--- config.mk ---
export PLATFORM = sky130hd
export DESIGN_NAME = stage_sequencer
export DESIGN_NICKNAME = d
export VERILOG_FILES = /design/src/rtl/stage_sequencer.sv
export SDC_FILE = /design/constraint.sdc
export NUM_CORES = 1
export LEC_CHECK = 0
export ABC_AREA = 1
export CAP_MARGIN = 20
export CELL_PAD_IN_SITES_DETAIL_PLACEMENT = 1
export CELL_PAD_IN_SITES_GLOBAL_PLACEMENT = 1
export CORE_MARGIN = 2
export CORE_UTILIZATION = 35
export CTS_BUF_LIST = sky130_fd_sc_hd__clkbuf_2 sky130_fd_sc_hd__clkbuf_4 sky130_fd_sc_hd__clkbuf_8
export DETAILED_ROUTE_END_ITERATION = 8
export DONT_BUFFER_PORTS = 1
export HOLD_SLACK_MARGIN = 0.15
export MAX_ROUTING_LAYER = met4
export PLACE_DENSITY = 0.67
export SLEW_MARGIN = 25
export SYNTH_ARGS = -nofsm -noshare
export SYNTH_HDL_FRONTEND = slang
export SYNTH_SLANG_ARGS = --single-unit
--- constraint.sdc ---
create_clock -name clk -period 2.5 [get_ports clk]
set_input_delay 0.125 -clock clk [delete_from_list [all_inputs] [get_ports clk]]
set_output_delay 0.125 -clock clk [all_outputs]
set_load 0.03 [all_outputs]
--- src/rtl/stage_sequencer.sv ---
// Programmable multi-stage countdown sequencer: walks a table of per-stage
// durations in seconds, pulsing sec_tick and stage_done, and ends in ALARM.
module stage_sequencer #(
    parameter int SIZE   = 4,
    parameter int NSTAGE = 4,
    parameter int TICKS  = 1000
) (
    input  logic                      clk,
    input  logic                      rst,
    input  logic                      cfg_we,
    input  logic [$clog2(NSTAGE)-1:0] cfg_idx,
    input  logic [SIZE-1:0]           cfg_max,
    input  logic                      start,
    input  logic                      pause,
    input  logic                      abort,
    input  logic                      alarm_ack,
    output logic                      busy,
    output logic [$clog2(NSTAGE)-1:0] stage,
    output logic [SIZE-1:0]           remaining,
    output logic                      sec_tick,
    output logic                      stage_done,
    output logic                      alarm
);

    localparam int IW = $clog2(NSTAGE);
    localparam int PW = (TICKS > 1) ? $clog2(TICKS) : 1;

    typedef enum logic [2:0] {
        IDLE   = 3'd0,
        LOAD   = 3'd1,
        RUN    = 3'd2,
        PAUSED = 3'd3,
        ALARM  = 3'd4
    } state_t;

    state_t          state_q, state_d;
    logic [IW-1:0]   stage_q, stage_d;
    logic [SIZE-1:0] remaining_q, remaining_d;
    logic [PW-1:0]   presc_q, presc_d;
    logic            busy_q, busy_d;
    logic            sec_tick_q, sec_tick_d;
    logic            stage_done_q, stage_done_d;
    logic            alarm_q, alarm_d;

    logic [SIZE-1:0] table_q [NSTAGE];
    logic [SIZE-1:0] table_d [NSTAGE];
    logic [NSTAGE-1:0] wr_en;
    logic            cfg_ok;
    logic            last_stage;
    logic [SIZE-1:0] cur_max;

    // The table may only be reprogrammed while no sequence is in flight.
    assign cfg_ok = cfg_we && ((state_q == IDLE) || (state_q == ALARM));

    generate
        for (genvar gi = 0; gi < NSTAGE; gi++) begin : g_wr
            assign wr_en[gi] = cfg_ok && (cfg_idx == IW'(gi));
        end
    endgenerate

    always_comb begin
        for (int i = 0; i < NSTAGE; i++) begin
            table_d[i] = wr_en[i] ? cfg_max : table_q[i];
        end
    end

    always_ff @(posedge clk or posedge rst) begin
        if (rst) begin
            for (int i = 0; i < NSTAGE; i++) begin
                table_q[i] <= '0;
            end
        end else begin
            for (int i = 0; i < NSTAGE; i++) begin
                table_q[i] <= table_d[i];
            end
        end
    end

    assign last_stage = (stage_q == IW'(NSTAGE - 1));
    assign cur_max    = table_q[stage_q];

    always_comb begin
        state_d      = state_q;
        stage_d      = stage_q;
        remaining_d  = remaining_q;
        presc_d      = presc_q;
        sec_tick_d   = 1'b0;
        stage_done_d = 1'b0;

        if (abort) begin
            state_d     = IDLE;
            stage_d     = '0;
            remaining_d = '0;
            presc_d     = '0;
        end else begin
            case (state_q)
                IDLE: begin
                    if (start) begin
                        state_d     = LOAD;
                        stage_d     = '0;
                        remaining_d = '0;
                        presc_d     = '0;
                    end
                end
                LOAD: begin
                    presc_d = '0;
                    if (cur_max != '0) begin
                        remaining_d = cur_max;
                        state_d     = RUN;
                    end else if (last_stage) begin
                        remaining_d = '0;
                        state_d     = ALARM;
                    end else begin
                        stage_d = stage_q + 1'b1;
                    end
                end
                RUN, PAUSED: begin
                    // A paused cycle with pause released counts like a RUN cycle,
                    // so a pause of P high cycles delays the stage by exactly P.
                    if (pause) begin
                        state_d = PAUSED;
                    end else begin
                        state_d = RUN;
                        if (presc_q == PW'(TICKS - 1)) begin
                            presc_d    = '0;
                            sec_tick_d = 1'b1;
                            if (remaining_q != '0) begin
                                remaining_d = remaining_q - 1'b1;
                            end
                            if (remaining_q <= SIZE'(1)) begin
                                stage_done_d = 1'b1;
                                if (last_stage) begin
                                    state_d = ALARM;
                                end else begin
                                    state_d = LOAD;
                                    stage_d = stage_q + 1'b1;
                                end
                            end
                        end else begin
                            presc_d = presc_q + 1'b1;
                        end
                    end
                end
                ALARM: begin
                    remaining_d = '0;
                    if (alarm_ack) begin
                        state_d = IDLE;
                        stage_d = '0;
                    end
                end
                default: begin
                    state_d     = IDLE;
                    stage_d     = '0;
                    remaining_d = '0;
                    presc_d     = '0;
                end
            endcase
        end

        busy_d  = (state_d == LOAD) || (state_d == RUN) || (state_d == PAUSED);
        // alarm rises one cycle after entering ALARM, so it never overlaps the
        // final stage_done pulse, and drops on the same edge that leaves ALARM.
        alarm_d = (state_q == ALARM) && !alarm_ack && !abort;
    end

    always_ff @(posedge clk or posedge rst) begin
        if (rst) begin
            state_q      <= IDLE;
            stage_q      <= '0;
            remaining_q  <= '0;
            presc_q      <= '0;
            busy_q       <= 1'b0;
            sec_tick_q   <= 1'b0;
            stage_done_q <= 1'b0;
            alarm_q      <= 1'b0;
        end else begin
            state_q      <= state_d;
            stage_q      <= stage_d;
            remaining_q  <= remaining_d;
            presc_q      <= presc_d;
            busy_q       <= busy_d;
            sec_tick_q   <= sec_tick_d;
            stage_done_q <= stage_done_d;
            alarm_q      <= alarm_d;
        end
    end

    assign busy       = busy_q;
    assign stage      = stage_q;
    assign remaining  = remaining_q;
    assign sec_tick   = sec_tick_q;
    assign stage_done = stage_done_q;
    assign alarm      = alarm_q;

endmodule

* Word level (Yosys, flattened, before mapping)
Index checks and enable logic that the tools add are counted.
** Cells by class
- $add $sub $neg :: 3
- Magnitude comparators :: 2
- Eq/ne operators :: 21
- Multiplexer cells :: 44
- Bitwise operators :: 1
- Reductions and logical operators :: 20
** Operator list (count)
- 10-bit two-way mux :: 4
- 4-bit two-way mux :: 9
- 10-bit case mux with 3 select lines :: 1
- 3-bit two-way mux :: 9
- 3-bit inequality test, second input constant :: 7
- 2-bit two-way mux :: 8
- 3-bit by 2-bit == test with 1-bit output, second input constant :: 4
- 3-bit case mux with 4 select lines :: 1
- 4-bit case mux with 3 select lines :: 1
- 10-bit by 1-bit adder with 10-bit output, second input constant :: 1
- 10-bit == test, second input constant :: 1
- 1-bit two-way mux :: 9
- 4-bit binary-select mux with 2-bit select :: 1
- 2-bit case mux with 4 select lines :: 1
- 4-bit nonzero test :: 2
- 1-bit logical AND :: 7
- 2-bit == test, second input constant :: 3
- 3-bit by 1-bit == test with 1-bit output, second input constant :: 2
- 6-bit AND reduction :: 1
- 5-bit AND reduction :: 1
- 4-bit by 1-bit less-or-equal comparator with 1-bit output, second input constant :: 1
- 4-bit inequality test, second input constant :: 1
- 4-bit by 1-bit subtractor with 4-bit output, second input constant :: 1
- 3-bit == test, second input constant :: 1
- 11 further kinds :: 14
** Storage, ports and cells
- Register bits :: 39
- Bits of input ports :: 13
- Output and inout bits :: 10

* Longest topological paths before layout
- Word-level depth :: 11
- Mapped depth :: 12
- Mapped depth without buffers :: 12

* Least setup slack after synthesis
OpenSTA, ideal clock, no wires.
- Path type :: register to register
- Start point :: reg remaining_q[0], in the netlist remaining[0]
- End point :: reg busy_q, in the netlist busy
- Data arrival time :: 1486 ps
- Slack :: 896 ps
- Stages on the path, launching flop included :: 13
- Buffers on the path :: 0
- Period minus slack after synthesis :: 1604 ps
- Cell sequence :: dfrtp_1 inv_1 ha_1 inv_1 nand2_1 nand2_1 nor2_1 nand3_1 nand2_1 a21oi_1 nand2_1 nand2_1 nand2_1
** Between the ends
- Longest elaborated chain between the ends :: 9
- Elaborated cells between the ends (all ways) :: 11
- Classes of those cells :: order compare (1); eq/ne (3); mux (5); reduce/logical (2)
** RTL lines
- from (decl) :: line 38 : logic [SIZE-1:0] remaining_q, remaining_d;
- from (signal assigned) :: line 179 : remaining_q <= remaining_d;
- 4-bit by 1-bit less-or-equal comparator with 1-bit output (*) :: line 130 : if (remaining_q <= SIZE'(1)) begin
- 3-bit two-way mux (*) :: line 130
- 3-bit two-way mux (*) :: line 124 : if (presc_q == PW'(TICKS - 1)) begin
- 3-bit two-way mux (*) :: line 120 : if (pause) begin
- 3-bit case mux with 4 select lines (*) :: line 96 : case (state_q)
- 3-bit two-way mux (*) :: line 90 : if (abort) begin
- 3-bit by 1-bit == test with 1-bit output or 3-bit by 2-bit == test with 1-bit output (tied branches) :: line 160 : busy_d = (state_d == LOAD) || (state_d == RUN) || (state_d == PAUSED);
- 1-bit logical OR :: line 160
- 1-bit logical OR (*) :: line 160
- named net busy_d :: line 40 : logic busy_q, busy_d;
- to (signal assigned) :: line 181 : busy_q <= busy_d;
- to (decl) :: line 40
The timed path passes the listed nets; every way through them passes the cells marked *.
A chain may end at the register's enable or synchronous reset.

* Worst setup path after layout
- Start point :: reg remaining_q[0], in the netlist remaining[0]
- End point :: reg state_q[2]
** Between the ends
- Longest elaborated chain between the ends :: 6
** RTL lines
- 4-bit by 1-bit less-or-equal comparator with 1-bit output :: line 130
- 3-bit two-way mux :: line 130
- 3-bit two-way mux :: line 124
- 3-bit two-way mux :: line 120
- 3-bit case mux with 4 select lines :: line 96
- 3-bit two-way mux :: line 90
- named net state_d[2] :: line 36 : state_t state_q, state_d;
- to (signal assigned) :: line 177 : state_q <= state_d;
- to (decl) :: line 36
The timed path passes the listed nets, and every way through them passes these cells.

==> flow_metrics.tcl <==
set metrics [dict create \
    grt.total_usage_pct 18.2 \
    worst_hold_slack_ps 194 \
    timing.final.ws_setup_ps 245 \
    postRouteAntennaNets 0 \
    drv_cap 0 \
    final_max_slew_viol_count 0 \
    ff2ff_setup_slack_ps 250 \
    hold_viol_final 0 \
    hpwlAfterDp_mm 4.37 \
    synth_nets 319 \
    drive_above_1_share_pct 12.8 \
    r2r_end "state_q[2]" \
    wl_per_cell_um 14.2 \
    ys_ff_latch 39 \
    clk_pin_slew_worst_paths_ps 80 \
    setup_viol 0 \
    syn_inst 301 \
    power_density_mw_per_mm2 955 \
    min_to "state_q[0]" \
    fin_util_pct 40.1 \
    start_kind "flop" \
    synth_cell_types 25 \
    design_area_mm2 0.00250 \
    cts_buffers 5 \
    synth_edf_count 0 \
    drc_errors 0 \
    num_rows 29 \
    portBuffers 0 \
    num_vias 1947 \
    grt_max_degree 40 \
    final_cells 397 \
    insertion_delay_ps 290 \
    worstMarginPinSlew_ps 509 \
    wl_mm 5.63 \
    tns_ps 0 \
    finClkSkew_ps 4.62 \
    io_pins 23 \
    antenna_found_initial 0 \
    max-slew-margin-rel_pct 66.1 \
    grt_pass1_wl_mm 9.89 \
    min_period_ps 2250 \
    initial_core_util_pct 35.6 \
    rr_worst_depth 11 \
    dieHeight_um 83.6 \
    arrival_ps 2440 \
    yosysMostFrequentCell "nand2_1" \
    async_flop_share_pct 100 \
    gp_congestion 0.809 \
    post-route-period-util_pct 90.2 \
    first_pass_iters 4 \
    multi_input_area_mm2 0.00107 \
    post-place-ws_ps 556 \
    r2r-start "remaining[0]" \
    root_buffer "clkbuf_8" \
    status "finished clean" \
    endpoint_kind "flop" \
    required_ps 2680 \
    htreeDepth 2 \
    ys.flop_type "dfrtp_1" \
    first_iter_violations 96 \
    ys_seq_area_share_pct 44.0 \
    seq_area_um2 977 \
    fp.dieW_um 83.6 \
    grt_pass1_vias 1993 \
    insertedDiodeCount 0 \
    fin_nets 337 \
    rsz0062_at_grt "false" \
    netlist_top_cells_count "88 x nand2_1, 39 x dfrtp_1, 36 x inv_1" \
    area.growth.synth_to_final_pct 12.7 \
    worst-path-max-fanout 5 \
    worstSetupPathType "flop to flop" \
    yosys-top-cells-area "dfrtp_1 44%, nand2_1 15%, inv_1 6.1%" \
    place_inst 380 \
    max_freq_mhz 444 \
    fillers 793 \
    syn_area_mm2 0.00222 \
    gr-total-overflow 0 \
    hold_start "pause" \
    synth.top_cell.area_share_pct 44.0 \
    via_per_inst 4.90 \
    core_area_mm2 0.00624 \
    placed_area_mm2 0.00233 \
    yosysTopAreaCell "dfrtp_1" \
    dieArea_mm2 0.00699 \
    clock-sinks 39 \
    min_delay_path_depth 6 \
    cts_tree "built" \
    yosysWarningCount 0 \
    ir_drop_uv 459 \
    p_total_mw 2.39 \
    clock_path_buffers 2 \
    p_leak_nw 1.25 \
    min_path_type "input port to flop" \
    syn_avg_cell_area_um2 7.37 \
]
[power by group]
part | switching, mW | total (mW) | internal (mW)
clock | 0.234 | 0.425 | 0.191
combinational | 0.594 | 0.911 | 0.316
sequential | 0.243 | 1.05 | 0.810
[cell families after synthesis]
kind of cell,count (synthesis),synth area share (%)
compound gates,37,8.85
xor+xnor,1,0.395
fa+ha+maj,5,2.82
buf+inv,45,8.00
flops,39,44.0
simple gates,174,36.0
[critical path, stage by stage, from the launching register on]
cell and delay (ps):
dfrtp_1 610, inv_1 170, ha_1 260, inv_1 60, nand2_1 80, nand2_1 120, nor2_1 50, nand4_1 80
nand2_1 50, inv_1 50, a21oi_1 50, dlygate4sd3_1 560
[routing by layer]
layer / track usage [%] / share of wire [%] / up-vias
li1: - / - / 993
met1: 23.6 / 48 / 919
met2: 28.2 / 46 / 28
met3: 4.55 / 3.7 / 7
met4: 5.28 / 1.7 / 0
met5: - / 0 / -
[registers in the layout (all words and copies together), names as in the netlist]
signal,count
stage,2
stage_done,1
sec_tick,1
state_q,3
table_q,16
remaining,4
presc_q,10
alarm,1
busy,1
[layout by cell type (no fill, tap or decap), types with 6 or more instances in the layout]
cell type | Yosys | final
nand2_2 | 10 | 10
dlygate4sd3_1 | 0 | 9
inv_2 | 7 | 7
inv_1 | 36 | 36
nor2_1 | 28 | 28
nand3_1 | 23 | 23
nand2_1 | 88 | 88
a21oi_1 | 8 | 8
dfrtp_1 | 39 | 38
o21ai_0 | 22 | 22
nand4_1 | 6 | 6
[area by class of cell]
type	instances	area share (%)
Multi-Input combinational cell	217	42.6
Sequential cell	39	39.0
Inverter	44	6.65
Timing Repair Buffer	12	4.50
Tap cell	77	3.85
Clock buffer	5	2.75
Clock inverter	3	0.600
[how the worst max path moves through the flow]
stage,from,endpoint,slack (ps),cells past startpoint
finish,remaining[0],state_q[2],250,11
CTS,remaining[0],state_q[2],220,11
detailed placement,remaining[0],busy,560,12
floorplan,remaining[0],busy,900,12
global route,remaining[0],state_q[2],40,11
global placement,remaining[0],busy,550,12
[what timing repair did]
action / in CTS / in global routing
buffers inserted: 0 / 0
resized for setup: 0 / 1
setup endpoints to repair: 0 / 1
hold buffers: 9 / 0
endpoints found under the hold margin: 68 / 0
Note: power is estimated with default switching activity, not from simulation.
